$ cat src/rtl/bec_pkg.sv
// Shared definitions for the BEC ladder controller and core: state encoding,
// default widths and the state-to-output decode.
package bec_pkg;

  localparam int BEC_KEY_W = 163;
  localparam int BEC_TMO_W = 10;
  localparam int BEC_IDX_W = 8;

  typedef enum logic [2:0] {
    ST_IDLE  = 3'd0,
    ST_ISSUE = 3'd1,
    ST_WAIT  = 3'd2,
    ST_DONE  = 3'd3,
    ST_ERR   = 3'd4
  } bec_state_e;

  typedef struct packed {
    logic step_req;
    logic busy;
    logic done;
    logic err;
  } bec_flags_t;

  // Outputs are a pure decode of the state register, so no input reaches them.
  function automatic bec_flags_t bec_decode(input bec_state_e s);
    bec_flags_t f;
    f = '0;
    case (s)
      ST_ISSUE: begin
        f.step_req = 1'b1;
        f.busy     = 1'b1;
      end
      ST_WAIT: f.busy = 1'b1;
      ST_DONE: f.done = 1'b1;
      ST_ERR:  f.err  = 1'b1;
      default: ;
    endcase
    return f;
  endfunction

endpackage

$ cat src/rtl/bec_watchdog.sv
// Saturating wait-cycle counter; expired flags the cycle in which an enabled
// increment would take the count to all-ones.
module bec_watchdog
  import bec_pkg::*;
#(
  parameter int TMO_W = BEC_TMO_W
) (
  input  logic wb_clk_i,
  input  logic wb_rst_ni,
  input  logic clear,
  input  logic enable,
  output logic expired
);

  localparam logic [TMO_W-1:0] CNT_MAX  = '1;
  localparam logic [TMO_W-1:0] CNT_LAST = CNT_MAX - TMO_W'(1);

  logic [TMO_W-1:0] cnt;

  // NOTE: sequential state is written with non-blocking assignments only, so
  // every flop samples the pre-edge values of its neighbours.
  always_ff @(posedge wb_clk_i) begin
    if (!wb_rst_ni) begin
      cnt <= '0;
    end else if (clear) begin
      cnt <= '0;
    end else if (enable && (cnt != CNT_MAX)) begin
      cnt <= cnt + TMO_W'(1);
    end
  end

  // Look-ahead compare lets the controller leave WAIT on the same edge the
  // count reaches all-ones, i.e. after exactly 2^TMO_W-1 idle wait cycles.
  assign expired = enable && (cnt == CNT_LAST);

endmodule

$ cat src/rtl/bec_ladder_sequencer.sv
// Montgomery-ladder step sequencer: walks the scalar MSB-first, issuing one
// step request per key bit to the BEC core and guarding each wait with a watchdog.
module bec_ladder_sequencer
  import bec_pkg::*;
#(
  parameter int KEY_W = BEC_KEY_W,
  parameter int TMO_W = BEC_TMO_W
) (
  input  logic                 wb_clk_i,
  input  logic                 wb_rst_ni,
  input  logic                 start,
  input  logic [KEY_W-1:0]     key_in,
  input  logic                 abort,
  input  logic                 step_ack,
  output logic                 step_req,
  output logic                 ki,
  output logic [BEC_IDX_W-1:0] iter_idx,
  output logic                 busy,
  output logic                 done,
  output logic                 err
);

  localparam logic [BEC_IDX_W-1:0] ITER_TOP = BEC_IDX_W'(KEY_W - 1);

  bec_state_e           state, state_next;
  logic [KEY_W-1:0]     key_reg, key_next;
  logic [BEC_IDX_W-1:0] iter_q, iter_next;
  logic                 wd_clear, wd_en, wd_expired;
  bec_flags_t           flags;

  bec_watchdog #(
    .TMO_W(TMO_W)
  ) u_watchdog (
    .wb_clk_i (wb_clk_i),
    .wb_rst_ni(wb_rst_ni),
    .clear    (wd_clear),
    .enable   (wd_en),
    .expired  (wd_expired)
  );

  // NOTE: every signal assigned here gets a default first, so no path through
  // the block leaves a value held and no latch is inferred.
  always_comb begin
    state_next = state;
    key_next   = key_reg;
    iter_next  = iter_q;
    wd_clear   = 1'b0;
    wd_en      = 1'b0;

    if (abort) begin
      state_next = ST_IDLE;
      key_next   = '0;
      iter_next  = '0;
      wd_clear   = 1'b1;
    end else begin
      case (state)
        ST_IDLE: begin
          if (start) begin
            key_next   = key_in;
            iter_next  = ITER_TOP;
            wd_clear   = 1'b1;
            state_next = ST_ISSUE;
          end
        end
        ST_ISSUE: state_next = ST_WAIT;
        ST_WAIT: begin
          // An ack in the expiry cycle wins: the timeout branch is only taken without one.
          if (step_ack) begin
            key_next = key_reg << 1;
            wd_clear = 1'b1;
            if (iter_q != '0) begin
              iter_next  = iter_q - BEC_IDX_W'(1);
              state_next = ST_ISSUE;
            end else begin
              state_next = ST_DONE;
            end
          end else begin
            wd_en = 1'b1;
            if (wd_expired) state_next = ST_ERR;
          end
        end
        ST_DONE: state_next = ST_IDLE;
        ST_ERR:  state_next = ST_ERR;
        default: state_next = ST_IDLE;
      endcase
    end
  end

  always_ff @(posedge wb_clk_i) begin
    if (!wb_rst_ni) begin
      state   <= ST_IDLE;
      key_reg <= '0;
      iter_q  <= '0;
    end else begin
      state   <= state_next;
      key_reg <= key_next;
      iter_q  <= iter_next;
    end
  end

  assign flags    = bec_decode(state);
  assign step_req = flags.step_req;
  assign busy     = flags.busy;
  assign done     = flags.done;
  assign err      = flags.err;
  assign ki       = key_reg[KEY_W-1];
  assign iter_idx = iter_q;

endmodule

$ cat config.mk
export PLATFORM = sky130hd
export DESIGN_NAME = bec_ladder_sequencer
export DESIGN_NICKNAME = d
export VERILOG_FILES = /design/src/rtl/bec_pkg.sv /design/src/rtl/bec_watchdog.sv /design/src/rtl/bec_ladder_sequencer.sv
export SDC_FILE = /design/constraint.sdc
export NUM_CORES = 1
export LEC_CHECK = 0
export CAP_MARGIN = 10
export CORE_MARGIN = 2
export CORE_UTILIZATION = 46
export DETAILED_ROUTE_END_ITERATION = 6
export PLACE_DENSITY = 0.89
export SLEW_MARGIN = 10
export SYNTH_ARGS = -nofsm -noshare
export SYNTH_HDL_FRONTEND = slang
export SYNTH_SLANG_ARGS = --single-unit
$ cat constraint.sdc
create_clock -name wb_clk_i -period 1.83 [get_ports wb_clk_i]
set_input_delay 0.2745 -clock wb_clk_i [delete_from_list [all_inputs] [get_ports wb_clk_i]]
set_output_delay 0.2745 -clock wb_clk_i [all_outputs]
set_load 0.01 [all_outputs]
==> impl_metrics.prom <==
# TYPE chip_impl_metric gauge
chip_impl_metric{name="drt-initial-drc-count",unit=""} 566
chip_impl_metric{name="netSwitchingFraction",unit="%"} 24.97
chip_impl_info{name="root_buffer",value="sky130_fd_sc_hd__clkbuf_16"} 1
chip_impl_metric{name="numPortBuffers",unit=""} 180
chip_impl_metric{name="yosys_warnings",unit=""} 0
chip_impl_metric{name="worst_slew_margin_rel",unit="%"} 68.78
chip_impl_metric{name="clock_path_buffers",unit=""} 2
chip_impl_metric{name="die_w",unit="um"} 137.0
chip_impl_metric{name="vias_per_cell",unit=""} 5.672
chip_impl_metric{name="final-hold-violation-count",unit=""} 0
chip_impl_info{name="synthFlopType",value="sky130_fd_sc_hd__dfxtp_1"} 1
chip_impl_metric{name="gp_congestion",unit=""} 0.8771
chip_impl_metric{name="worstMarginPinSlew",unit="ns"} 0.4682
chip_impl_metric{name="cp.required",unit="ns"} 2.16
chip_impl_metric{name="hold_ws",unit="ns"} 0.4143
chip_impl_metric{name="power_frac_clock",unit="%"} 39.8
chip_impl_info{name="holdPathEnd",value="key_reg[103]$_SDFFE_PP0P_"} 1
chip_impl_metric{name="final_wirelength",unit="um"} 22430
chip_impl_metric{name="ir_worst_vdd",unit="V"} 0.0006451
chip_impl_metric{name="leakage_power",unit="nW"} 4.385
chip_impl_metric{name="final.setup.tns",unit="ns"} 0
chip_impl_info{name="r2r-end",value="key_reg[159]$_SDFFE_PP0P_"} 1
chip_impl_info{name="ys_top_cells_by_area",value="sky130_fd_sc_hd__dfxtp_1 45%, sky130_fd_sc_hd__a311oi_1 18%, sky130_fd_sc_hd__nand2_1 16%, sky130_fd_sc_hd__nor2_1 7.8%, sky130_fd_sc_hd__buf_2 2.5%"} 1
chip_impl_metric{name="insertion_delay",unit="ns"} 0.43
chip_impl_metric{name="async_reset_ff_share",unit="%"} 0
chip_impl_metric{name="htree_levels",unit=""} 4
chip_impl_info{name="hold_class",value="input port to flip-flop"} 1
chip_impl_info{name="outcome",value="finished, final reports clean"} 1
chip_impl_metric{name="placed_cells",unit=""} 1412
chip_impl_metric{name="die_area",unit="sq mm"} 0.01877
chip_impl_metric{name="setup_viol",unit=""} 0
chip_impl_metric{name="timing.hold.worst_path_depth",unit=""} 3
chip_impl_metric{name="internal_cell_power",unit="mW"} 7.017
chip_impl_info{name="critical_path.endpoint_type",value="flip-flop"} 1
chip_impl_metric{name="drv_slew",unit=""} 0
chip_impl_metric{name="synthCells",unit=""} 1050
chip_impl_metric{name="die_height",unit="um"} 137.0
chip_impl_metric{name="synth.distinct_cells",unit=""} 38
chip_impl_metric{name="max_cap_violations",unit=""} 0
chip_impl_metric{name="cts_buffers",unit=""} 17
chip_impl_metric{name="post_synth_instance_area",unit="sq mm"} 0.008137
chip_impl_info{name="unrepaired_setup_endpoints_after_global_routing",value="yes"} 1
chip_impl_metric{name="detailed_place_hpwl",unit="um"} 14040
chip_impl_info{name="rr_startpoint",value="state[1]$_SDFFE_PP0P_"} 1
chip_impl_metric{name="floorplan.initialDensity",unit="%"} 47.04
chip_impl_metric{name="placed_area",unit="sq mm"} 0.01038
chip_impl_metric{name="grt_usage",unit="%"} 22.92
chip_impl_metric{name="layout.cells.non_filler",unit=""} 1456
chip_impl_info{name="cts_tree",value="built"} 1
chip_impl_metric{name="rows",unit=""} 48
chip_impl_metric{name="post_cts_hold_fix_bufs",unit=""} 0
chip_impl_metric{name="antenna_found_initial",unit=""} 0
chip_impl_metric{name="maximum_number_of_pins_on_one_net_before_global_route_repair",unit=""} 96
chip_impl_metric{name="core_area",unit="sq mm"} 0.01730
chip_impl_info{name="timing.critical_path.from_type",value="flip-flop"} 1
chip_impl_info{name="worst-setup-path-type",value="flip-flop to flip-flop"} 1
chip_impl_metric{name="sequential_area_share_after_synthesis",unit="%"} 45.27
chip_impl_metric{name="cts.sink_count",unit=""} 184
chip_impl_metric{name="fmax",unit="MHz"} 549.1
chip_impl_metric{name="firstDrtPassIters",unit=""} 5
chip_impl_metric{name="area_growth",unit="%"} 40.15
chip_impl_metric{name="post-route-drc-count",unit=""} 0
chip_impl_metric{name="timing.final.crit_share",unit="%"} 99.52
chip_impl_metric{name="ios",unit=""} 181
chip_impl_metric{name="worstRegToRegCells",unit=""} 8
chip_impl_metric{name="crit_path_max_fanout",unit=""} 21
chip_impl_metric{name="vias_in_the_first_global_route",unit=""} 7555
chip_impl_metric{name="wl_per_cell",unit="um"} 15.40
chip_impl_metric{name="period_minus_slack",unit="ns"} 1.821
chip_impl_metric{name="worst_clock_skew",unit="ns"} 0.01310
chip_impl_metric{name="routed-via-count",unit=""} 8259
chip_impl_metric{name="synth.top_cell.area_share",unit="%"} 45.27
chip_impl_metric{name="drive_above_1_share",unit="%"} 10.48
chip_impl_metric{name="seqPwrFrac",unit="%"} 45.8
chip_impl_info{name="timing.hold.worst.start",value="key_in[103]"} 1
chip_impl_metric{name="power.share.combinational",unit="%"} 14.4
chip_impl_metric{name="nets",unit=""} 1390
chip_impl_info{name="dominant_cell_type_by_area_after_synthesis",value="sky130_fd_sc_hd__dfxtp_1"} 1
chip_impl_metric{name="largest_register_ff_count",unit=""} 163
chip_impl_metric{name="first_pass_grt_wire_length",unit="um"} 34910
chip_impl_metric{name="timing.critical_path.arrival",unit="ns"} 2.16
chip_impl_metric{name="final_design_area_no_fill",unit="sq mm"} 0.01140
chip_impl_metric{name="synth_fp_nets",unit=""} 1222
chip_impl_metric{name="route.antenna.remaining_nets",unit=""} 0
chip_impl_metric{name="overflow",unit=""} 0
chip_impl_metric{name="ys_seq_elements",unit=""} 184
chip_impl_metric{name="worst_setup_hold_path_clk_slew",unit="ns"} 0.07
chip_impl_metric{name="reg2reg_slack",unit="ns"} 0.009
chip_impl_metric{name="num_antenna_cells",unit=""} 0
chip_impl_metric{name="switching_power",unit="mW"} 2.335
chip_impl_metric{name="synth-edff-count",unit=""} 0
chip_impl_metric{name="total_power_per_unit_cell_area",unit="mW/mm^2"} 820.1
chip_impl_metric{name="synth.avg_cell_area",unit="sq um"} 7.749
-- per-stage QoR --
stage | worst slack [ns] | util, % | total power [mW]
after global routing | -0.05871 | 65.93 | 9.697
after CTS | 0.00009692 | 64.49 | 9.317
after global placement | -0.2219 | 60.02 | 5.533
after detailed placement | -0.3449 | 60.02 | 5.571
after floorplan | 0.03762 | - | 4.950
final | 0.008860 | 65.93 | 9.352
-- critical path, stage by stage, from the launching register on --
cell	delay [ns]
sky130_fd_sc_hd__dfxtp_4	0.36
sky130_fd_sc_hd__buf_6	0.12
sky130_fd_sc_hd__mux2i_4	0.25
sky130_fd_sc_hd__nor3_2	0.05
sky130_fd_sc_hd__buf_4	0.16
sky130_fd_sc_hd__buf_12	0.15
sky130_fd_sc_hd__bufbuf_16	0.29
sky130_fd_sc_hd__buf_4	0.15
sky130_fd_sc_hd__a311oi_2	0.20
-- power groups by stage --
| stage | logic, mW | clock network, mW | registers, mW |
|---|---|---|---|
| after CTS | 1.26 | 3.78 | 4.28 |
| after global placement | 1.17 | 0 | 4.36 |
| after floorplan | 0.598 | 0 | 4.35 |
| after detailed placement | 1.20 | 0 | 4.37 |
| after global routing | 1.46 | 3.93 | 4.30 |
| final | 1.35 | 3.72 | 4.28 |
-- area by class of cell --
type                    count  area [sq um]
inverters                  11         41.29
repair buffers            244          2634
fillers                  1352          5893
clock buffers              20         456.7
multi-input cells         760          4155
clock inverters            12         140.1
well taps                 225         281.5
flip-flops and latches    184          3695
-- how the worst max path moves through the flow --
| stage | startpoint | end | slack (ns) | depth (start not counted) |
|---|---|---|---|---|
| floorplan | iter_idx[2]$_SDFFE_PP0P_ | iter_idx[1]$_SDFFE_PP0P_ | 0.04 | 4 |
| global placement | step_ack | key_reg[129]$_SDFFE_PP0P_ | -0.22 | 7 |
| detailed placement | start | key_reg[124]$_SDFFE_PP0P_ | -0.34 | 7 |
| CTS | state[0]$_SDFFE_PP0P_ | busy | 0.0001 | 3 |
| global route | state[1]$_SDFFE_PP0P_ | key_reg[158]$_SDFFE_PP0P_ | -0.06 | 8 |
| finish | state[1]$_SDFFE_PP0P_ | key_reg[159]$_SDFFE_PP0P_ | 0.009 | 8 |
-- layer usage --
| metal | global-route usage (%) | wire, um |
|---|---|---|
| met1 | 29.37 | 9520 |
| met5 | 0 | 0 |
| met4 | 10.02 | 578 |
| met2 | 36.98 | 10820 |
| met3 | 5.111 | 1507 |
-- synthesized netlist by cell type, drive strengths merged, types with 4 or more instances --
cell type    n
buf         47
dfxtp      184
o31ai        8
or4          8
nand4        9
nor4         5
nor3b        4
or3          7
a311oi     163
nand2      336
nor3         5
o21ai        4
clkbuf      48
ha           4
inv         11
nor2       169
a21oi       11
-- placed cells by master, fill, tap and decap left out, types with 3 or more instances in the layout --
cell	netlist	final
sky130_fd_sc_hd__nand4_1	9	9
sky130_fd_sc_hd__nand2_1	336	335
sky130_fd_sc_hd__a31oi_1	3	3
sky130_fd_sc_hd__a21oi_1	11	11
sky130_fd_sc_hd__dfxtp_1	184	181
sky130_fd_sc_hd__a311oi_1	163	147
sky130_fd_sc_hd__o31ai_1	8	8
sky130_fd_sc_hd__nor4_1	4	4
sky130_fd_sc_hd__dfxtp_4	0	3
sky130_fd_sc_hd__clkbuf_16	0	21
sky130_fd_sc_hd__or4_1	7	6
sky130_fd_sc_hd__a311oi_2	0	16
sky130_fd_sc_hd__nor3_1	5	4
sky130_fd_sc_hd__buf_12	0	13
sky130_fd_sc_hd__inv_1	11	11
sky130_fd_sc_hd__ha_1	4	4
sky130_fd_sc_hd__nand3_1	3	3
sky130_fd_sc_hd__clkdlybuf4s50_1	0	176
sky130_fd_sc_hd__or3_1	7	7
sky130_fd_sc_hd__nor2_1	169	168
sky130_fd_sc_hd__o21ai_0	4	4
sky130_fd_sc_hd__buf_6	0	4
sky130_fd_sc_hd__inv_6	0	3
sky130_fd_sc_hd__buf_4	1	37
-- cell families (layout without fill, tap and decap cells) --
kind of cell / Yosys count / after routing / synth area share, %
simple gates: 554 / 554 / 27.62
compound gates: 199 / 199 / 20.56
flops: 184 / 184 / 45.27
buf+inv: 106 / 287 / 5.567
fa+ha+maj: 4 / 4 / 0.6151
mux: 3 / 3 / 0.3691
-- timing repair --
item / 4_1_cts / 5_1_grt
cloned: 2 / 4
resized for setup: 26 / 28
setup buffers: 4 / 2
pin swaps: 2 / 13
setup endpoints to repair: 120 / 121
No activity file was read; power rests on OpenSTA's default activity.
